==> config.mk <==
export PLATFORM = sky130hd
export DESIGN_NAME = alu_result_sel_pipe
export DESIGN_NICKNAME = d
export VERILOG_FILES = /design/src/rtl/alu_result_sel_pipe.sv
export SDC_FILE = /design/constraint.sdc
export NUM_CORES = 1
export LEC_CHECK = 0
export BUFFER_PORTS_ARGS = -buffer_cell sky130_fd_sc_hd__buf_4
export CORE_ASPECT_RATIO = 0.75
export CORE_MARGIN = 2
export CORE_UTILIZATION = 35
export CTS_BUF_LIST = sky130_fd_sc_hd__clkbuf_4 sky130_fd_sc_hd__clkbuf_8
export CTS_CLUSTER_SIZE = 16
export DETAILED_ROUTE_END_ITERATION = 10
export PLACE_DENSITY = 0.8
export SLEW_MARGIN = 15
export SYNTH_ARGS = -nofsm -noshare
export SYNTH_HDL_FRONTEND = slang
export SYNTH_SLANG_ARGS = --single-unit
export TNS_END_PERCENT = 5
==> constraint.sdc <==
create_clock -name clk -period 1.7 [get_ports clk]
set_clock_uncertainty 0.15 [all_clocks]
set_input_delay 0.17 -clock clk [delete_from_list [all_inputs] [get_ports clk]]
set_output_delay 0.17 -clock clk [all_outputs]
set_load 0.005 [all_outputs]
==> src/rtl/alu_result_sel_pipe.sv <==
// One-hot ALU result select with a single registered valid/ready output stage.
// Optional illegal-select counter on err_cnt when ALU_SEL_ERRCNT_EN is defined.
module alu_result_sel_pipe #(
  parameter int WIDTH     = 16,
  parameter int NOPS      = 12,
  parameter int CLEAR_IDX = 11
) (
  input  logic                  clk,
  input  logic                  reset,
  input  logic [NOPS*WIDTH-1:0] op_res,
  input  logic [NOPS-1:0]       sel,
  input  logic                  in_valid,
  output logic                  in_ready,
  output logic [WIDTH-1:0]      res,
  output logic                  out_valid,
  input  logic                  out_ready,
  output logic                  zero,
  output logic                  neg,
  output logic                  op_err
`ifdef ALU_SEL_ERRCNT_EN
  ,
  output logic [7:0]            err_cnt
`endif
);

  logic             seen;
  logic             multi;
  logic             legal;
  logic [WIDTH-1:0] pick;
  logic [WIDTH-1:0] nxt;
  logic             accept;

  // Legality is decided before the mux output is used, so a
  // malformed select can never OR channels together.
  always_comb begin
    seen  = 1'b0;
    multi = 1'b0;
    pick  = '0;
    for (int i = 0; i < NOPS; i++) begin
      if (sel[i]) begin
        multi = multi | seen;
        seen  = 1'b1;
        if (i != CLEAR_IDX)
          pick = op_res[i*WIDTH +: WIDTH];
      end
    end
    legal = seen & ~multi;
    nxt   = legal ? pick : '0;
  end

  assign in_ready = !out_valid || out_ready;
  assign accept   = in_valid && in_ready;

  always_ff @(posedge clk or posedge reset) begin
    if (reset) begin
      res       <= '0;
      out_valid <= 1'b0;
      zero      <= 1'b0;
      neg       <= 1'b0;
      op_err    <= 1'b0;
    end else if (accept) begin
      res       <= nxt;
      out_valid <= 1'b1;
      zero      <= (nxt == '0);
      neg       <= nxt[WIDTH-1];
      op_err    <= ~legal;
    end else if (out_ready) begin
      out_valid <= 1'b0;
    end
  end

`ifdef ALU_SEL_ERRCNT_EN
  always_ff @(posedge clk or posedge reset) begin
    if (reset)
      err_cnt <= '0;
    else if (accept && !legal && err_cnt != 8'hFF)
      err_cnt <= err_cnt + 8'd1;
  end
`endif

endmodule

==> flow_metrics.env, run 1 <==
export IMPL_yosysUniqueCellTypes=52
export IMPL_arrival_ps=2430
export IMPL_min_period_ps=2388
export IMPL_drc=0
export IMPL_antenna_left=0
export IMPL_min_from="out_ready"
export IMPL_dp_hpwl_mm=10.41
export IMPL_switching_share_pct=33.38
export IMPL_cts_clk_slew_worst_paths_ps=70
export IMPL_synth_ff_type="dfrtp_1"
export IMPL_path_class="in -> reg"
export IMPL_syn_to_final_growth_pct=105.7
export IMPL_place_ws_ps=-1057
export IMPL_ios=229
export IMPL_slew_headroom_pct=58.98
export IMPL_place_congestion=1.092
export IMPL_period_share_pct=140.5
export IMPL_vdd_drop_max_v=0.0002480
export IMPL_diodes=0
export IMPL_p_seq_share_pct=24.5
export IMPL_synthCells=325
export IMPL_status="finished, violations left"
export IMPL_worstPathMaxFanout=19
export IMPL_maxCapViolCount=0
export IMPL_reg2regPathDepth=5
export IMPL_post_route_util_pct=73.76
export IMPL_p_leak_nw=2.366
export IMPL_wl_per_cell_um=19.97
export IMPL_path_depth=9
export IMPL_clk_path_buf_depth=2
export IMPL_fp_coreArea_mm2=0.006766
export IMPL_vias=4117
export IMPL_met1Wirelength_mm=5.009
export IMPL_crit_required_ps=1740
export IMPL_crit_family="simple AND/OR/NAND/NOR gates"
export IMPL_avgSynthCellArea_um2=7.465
export IMPL_grt_pass1_wl_mm=20.31
export IMPL_antenna_found_initial=0
export IMPL_cts_tree="built"
export IMPL_whs_endpoint="out_valid"
export IMPL_cts_sinks=19
export IMPL_wl_met2_mm=6.852
export IMPL_fin_nets=804
export IMPL_yosys_register_bits=19
export IMPL_holdCritPathClass="in -> reg"
export IMPL_r2r_slack_ps=190
export IMPL_crit_top_cell="or4b_1"
export IMPL_path_cells="buf_4, buf_6, a221oi_2, o2111a_1, o31ai_1, nor2_2, or4b_1, or4b_1, a21oi_1"
export IMPL_powerDensity_mw_per_mm2=376.5
export IMPL_place_area_mm2=0.004558
export IMPL_power_frac_comb_pct=57.7
export IMPL_grt_max_degree=20
export IMPL_worst_slew_pin_slew_ps=599.8
export IMPL_syn_area_mm2=0.002426
export IMPL_fmax_mhz=418.7
export IMPL_finalSetupViolCount=18
export IMPL_drt_total_wl_mm=13.56
export IMPL_track_usage_pct=33.26
export IMPL_report_final_slew_viol_count=0
export IMPL_hold_path_depth=3
export IMPL_top_layer="met4"
export IMPL_switchingPower_mw=0.6272
export IMPL_clkPwrFrac_pct=17.8
export IMPL_overflow=0
export IMPL_ys_warn_count=0
export IMPL_crit_buf_inv=2
export IMPL_slowest_delay_ps=520
export IMPL_port_buffer_count=212
export IMPL_r2r_end="res[0]"
export IMPL_violations="setup timing"
export IMPL_route_met3_wl_mm=1.310
export IMPL_end_kind="flip-flop"
export IMPL_drive_above_1_share_pct=57.65
export IMPL_syn_num_nets=533
export IMPL_htreeDepth=1
export IMPL_numCtsBuffers=3
export IMPL_p_int_mw=1.252
export IMPL_rsz0062_at_grt="true"
export IMPL_rows=26
export IMPL_cpMaxStageDelayCell="or4b_1"
export IMPL_initial_core_util_pct=35.85
export IMPL_post_route_cell_area_mm2=0.004991
export IMPL_synth_edf_count=0
export IMPL_worstSkewPairLatency_ps=260
export IMPL_clockRootBuffer="clkbuf_8"
export IMPL_timing_setup_tns_ps=-6436
export IMPL_finalHoldViolCount=0
export IMPL_worst_slack_ps=-688.4
export IMPL_r2r_start="out_valid"
export IMPL_ys_seq_area_share_pct=19.60
export IMPL_viasPerCell=6.063
export IMPL_grt_pass1_vias=4166
export IMPL_chipWidth_um=100.1
export IMPL_start_kind="input pin"
export IMPL_async_reset_ff_share_pct=100.0
export IMPL_dieHeight_um=76.10
export IMPL_firstDrtPassIters=5
export IMPL_first_iter_violations=270
export IMPL_fp_dieArea_mm2=0.007620
-- through the flow --
stage	cells	hold slack, ps	power [mW]
6_report	679	115.4	1.879
5_1_grt	679	149.1	1.972
2_1_floorplan	325	-28.87	0.8061
3_5_place_dp	665	65.40	1.410
4_1_cts	676	112.9	1.811
3_3_place_gp	665	61.51	1.397
-- how the worst max path moves through the flow --
stage	to	slack (ps)	from
floorplan	zero	-650	sel[4]
finish	zero	-690	sel[1]
global route	zero	-770	sel[1]
detailed placement	zero	-1060	sel[3]
global placement	zero	-990	sel[3]
CTS	zero	-550	sel[2]
-- worst reg2reg max path, stage by stage, from the launching register on --
cell and delay [ps]:
dfrtp_1 380, nand2b_1 150, nand2_1 130, a211oi_2 280, buf_6 210, a22o_1 160
-- sequential cells by signal (all words and copies together), names as in the netlist --
register,flops
op_err,1
out_valid,1
res,16
zero,1
-- power groups by stage --
stage	registers, mW	clock network [mW]	logic (mW)
floorplan	0.468	0	0.338
CTS	0.460	0.342	1.01
detailed placement	0.468	0	0.941
global placement	0.468	0	0.929
finish	0.460	0.335	1.08
global route	0.460	0.361	1.15
-- layout make-up --
| class | count | area, µm² |
|---|---|---|
| multi-input combinational | 261 | 1962 |
| clock buffer | 4 | 48.80 |
| timing repair buffer | 296 | 2336 |
| tap | 84 | 105.1 |
| fill | 507 | 1775 |
| sequential | 19 | 475.5 |
| inverter | 15 | 63.81 |
-- cell families after synthesis --
group                    count (synthesis)  synth area share (%)
adder cells (fa/ha/maj)                  1                0.4126
flip-flops                              19                 19.60
buffers and inverters                   46                 9.128
AND/OR/NAND/NOR                         87                 18.26
multiplexers                             1                0.4126
XOR/XNOR                                 1                0.3611
AO/OA/AOI/OAI                          170                 51.83
-- synthesized netlist by cell type, drive strengths merged, types with 4 or more instances --
cell	count	area share, %
o21ai	33	6.8
a221oi	25	10
nand2	25	3.9
o22ai	21	5.4
nor2	20	3.1
buf	19	5.0
dfrtp	19	20
a21oi	17	3.5
a22o	16	5.8
inv	14	2.2
a22oi	12	3.7
clkbuf	12	1.9
nor3	9	1.9
o221ai	9	3.2
nor2b	8	2.4
nand2b	7	1.8
a211o	5	1.8
a211oi	5	1.8
o211ai	4	1.2
-- routing by layer --
| metal | vias up | global-route usage (%) |
|---|---|---|
| li1 | 1844 | - |
| met1 | 1936 | 39.73 |
| met2 | 289 | 59.26 |
| met3 | 48 | 7.064 |
| met4 | 0 | 10.14 |
| met5 | - | 0 |
-- what timing repair did --
| action | in CTS | in global routing |
|---|---|---|
| pin swaps | 20 | 11 |
| cloned | 1 | 0 |
| hold buffers | 2 | 0 |
| resized for setup | 42 | 23 |
| endpoints found under the setup margin | 18 | 18 |
| endpoints found under the hold margin | 20 | 0 |
| buffers inserted | 4 | 3 |
-- layout by cell type (no fill, tap or decap), types with 5 or more instances in the layout --
cell	count
inv_1	12
a221oi_1	11
nor3_1	5
o221ai_1	7
nor2_1	19
nand2_1	24
buf_6	11
a22o_1	16
buf_4	276
o21ai_0	27
nor2b_1	5
o22ai_1	18
o21ai_1	6
a22oi_1	11
dfrtp_1	19
a211o_1	5
a21oi_1	17
a221oi_2	10
nand2b_1	6
Note: power is estimated with default switching activity, not from simulation.
==> run 2, diff against run 1 <==
- PLACE_DENSITY: 0.8 -> 0.91
==> run 2 against run 1 <==
Effect of this change: the flow still finishes with violations (setup timing); fmax up 0.91%; critical path depth unchanged; sequential power about the same; clock power barely moved; via count is 3.3% higher; sequential share of layout area increased by 0.079 points; combinational power hardly changed; highest routed layer unchanged.
==> flow_metrics.env, run 2 (same netlist as run 1, synthesis figures left out) <==
export IMPL_drc=0
export IMPL_grt_max_degree=22
export IMPL_dp_hpwl_mm=11.08
export IMPL_crit_required_ps=1740
export IMPL_layout_commonest_cell="buf_4"
export IMPL_p_seq_share_pct=24.4
export IMPL_holdCritPathClass="in -> reg"
export IMPL_vias=4251
export IMPL_chipWidth_um=100.1
export IMPL_clkPwrFrac_pct=17.7
export IMPL_numCtsBuffers=3
export IMPL_place_ws_ps=-1080
export IMPL_syn_to_final_growth_pct=104.0
export IMPL_firstDrtPassIters=5
export IMPL_largest_register_ff_count=16
export IMPL_first_iter_violations=425
export IMPL_rows=26
export IMPL_post_route_cell_area_mm2=0.004950
export IMPL_power_frac_comb_pct=57.9
export IMPL_status="finished, violations left"
export IMPL_switching_share_pct=34.08
export IMPL_dp_cells=664
export IMPL_clockRootBuffer="clkbuf_8"
export IMPL_viasPerCell=6.270
export IMPL_p_total_mw=1.883
export IMPL_cts_tree="built"
export IMPL_rsz0062_at_grt="true"
export IMPL_antenna_found_initial=0
export IMPL_diodes=0
export IMPL_worst_slew_pin_slew_ps=911.8
export IMPL_drive_above_1_share_pct=58.59
export IMPL_vdd_drop_max_v=0.0002848
export IMPL_wl_per_cell_um=21.88
export IMPL_drt_total_wl_mm=14.84
export IMPL_maxCapViolCount=0
export IMPL_layout_common_cells="buf_4 (278), o21ai_0 (26), nand2_1 (24)"
export IMPL_antenna_left=0
export IMPL_violations="setup timing"
export IMPL_top_register="res"
export IMPL_place_congestion=1.034
export IMPL_fp_dieArea_mm2=0.007620
export IMPL_report_final_slew_viol_count=0
export IMPL_ios=229
export IMPL_period_share_pct=139.2
export IMPL_cts_sinks=19
export IMPL_start_kind="input pin"
export IMPL_path_class="in -> reg"
export IMPL_worstSkewPairLatency_ps=260
export IMPL_p_int_mw=1.242
export IMPL_finalHoldViolCount=0
export IMPL_grt_pass1_wl_mm=20.79
export IMPL_p_leak_nw=2.355
export IMPL_track_usage_pct=34.62
export IMPL_fp_coreArea_mm2=0.006766
export IMPL_fin_nets=803
export IMPL_clk_path_buf_depth=2
export IMPL_end_kind="flip-flop"
export IMPL_holdWs_ps=126.5
export IMPL_slew_headroom_pct=37.64
export IMPL_fmax_mhz=422.5
export IMPL_initial_core_util_pct=35.85
export IMPL_dieHeight_um=76.10
export IMPL_powerDensity_mw_per_mm2=380.5
export IMPL_place_area_mm2=0.004513
export IMPL_htreeDepth=1
export IMPL_worst_slack_ps=-666.7
export IMPL_min_period_ps=2367
export IMPL_fin_cells=678
export IMPL_worstPathMaxFanout=4
export IMPL_overflow=0
export IMPL_switchingPower_mw=0.6419
export IMPL_finalSetupViolCount=18
export IMPL_cts_clk_slew_worst_paths_ps=70
export IMPL_port_buffer_count=212
export IMPL_arrival_ps=2410
export IMPL_grt_pass1_vias=4127
==> run 2: cell types whose count changed in the layout (fill, tap and decap cells not counted), sizes merged <==
cell	change
inv	+2
clkinvlp	-2
buf	-1
==> run 2: path summary, 6_finish.rpt <==
check | startpoint | end | slack [ps] | cells past startpoint
worst min register to register | res[4] | res[4] | 360 | 1
max in group asynchronous | reset | res[5] | 850 | 4
min in group asynchronous | reset | res[4] | 340 | 4
worst min-delay path | out_ready | out_valid | 130 | 3
worst max-delay path | sel[2] | zero | -670 | 9
worst max register to register | out_valid | res[11] | 150 | 5
==> run 2: metal layers <==
layer	track usage (%)	vias to the layer above	wire length, µm	share of wire, %
li1	-	1849	-	-
met5	0	-	0	0
met2	60.47	373	7204	49
met4	15.75	0	862	5.8
met1	40.86	1943	5220	35
met3	6.330	86	1548	10
==> run 2: power groups by stage <==
stage / sequential [mW] / clock (mW) / combinational, mW
finish: 0.460 / 0.333 / 1.09
detailed placement: 0.468 / 0 / 0.934
CTS: 0.460 / 0.339 / 0.990
global route: 0.460 / 0.350 / 1.15
floorplan: 0.468 / 0 / 0.338
global placement: 0.468 / 0 / 0.910
==> run 2: timing repair <==
item / 4_1_cts / 5_1_grt
hold endpoints to repair: 20 / 0
pin swaps: 15 / 24
buffers inserted: 5 / 2
hold buffers: 2 / 0
cloned: 1 / 0
resized for setup: 33 / 38
endpoints found under the setup margin: 18 / 18
==> run 2: final cells by class <==
cell class              count  area [µm²]
inverters                  15       58.81
well taps                  84       105.1
clock buffers               4       48.80
fillers                   467        1817
multi-input cells         261        1973
flip-flops and latches     19       475.5
repair buffers            295        2288
==> run 2: metrics by stage <==
stage,util (%),TNS [ps]
2_1_floorplan,-,-9638
3_3_place_gp,66.70,-11800
3_5_place_dp,66.70,-13660
4_1_cts,70.36,-4248
5_1_grt,73.15,-7377
6_report,73.15,-6725
==> run 2: critical path, cell delays in order <==
cell and delay (ps):
buf_6 100, or2_4 280, a221oi_2 220, nor3_2 70, o221ai_2 210, o211ai_1 220, or4b_1 500, or4b_4 490
a21oi_2 140
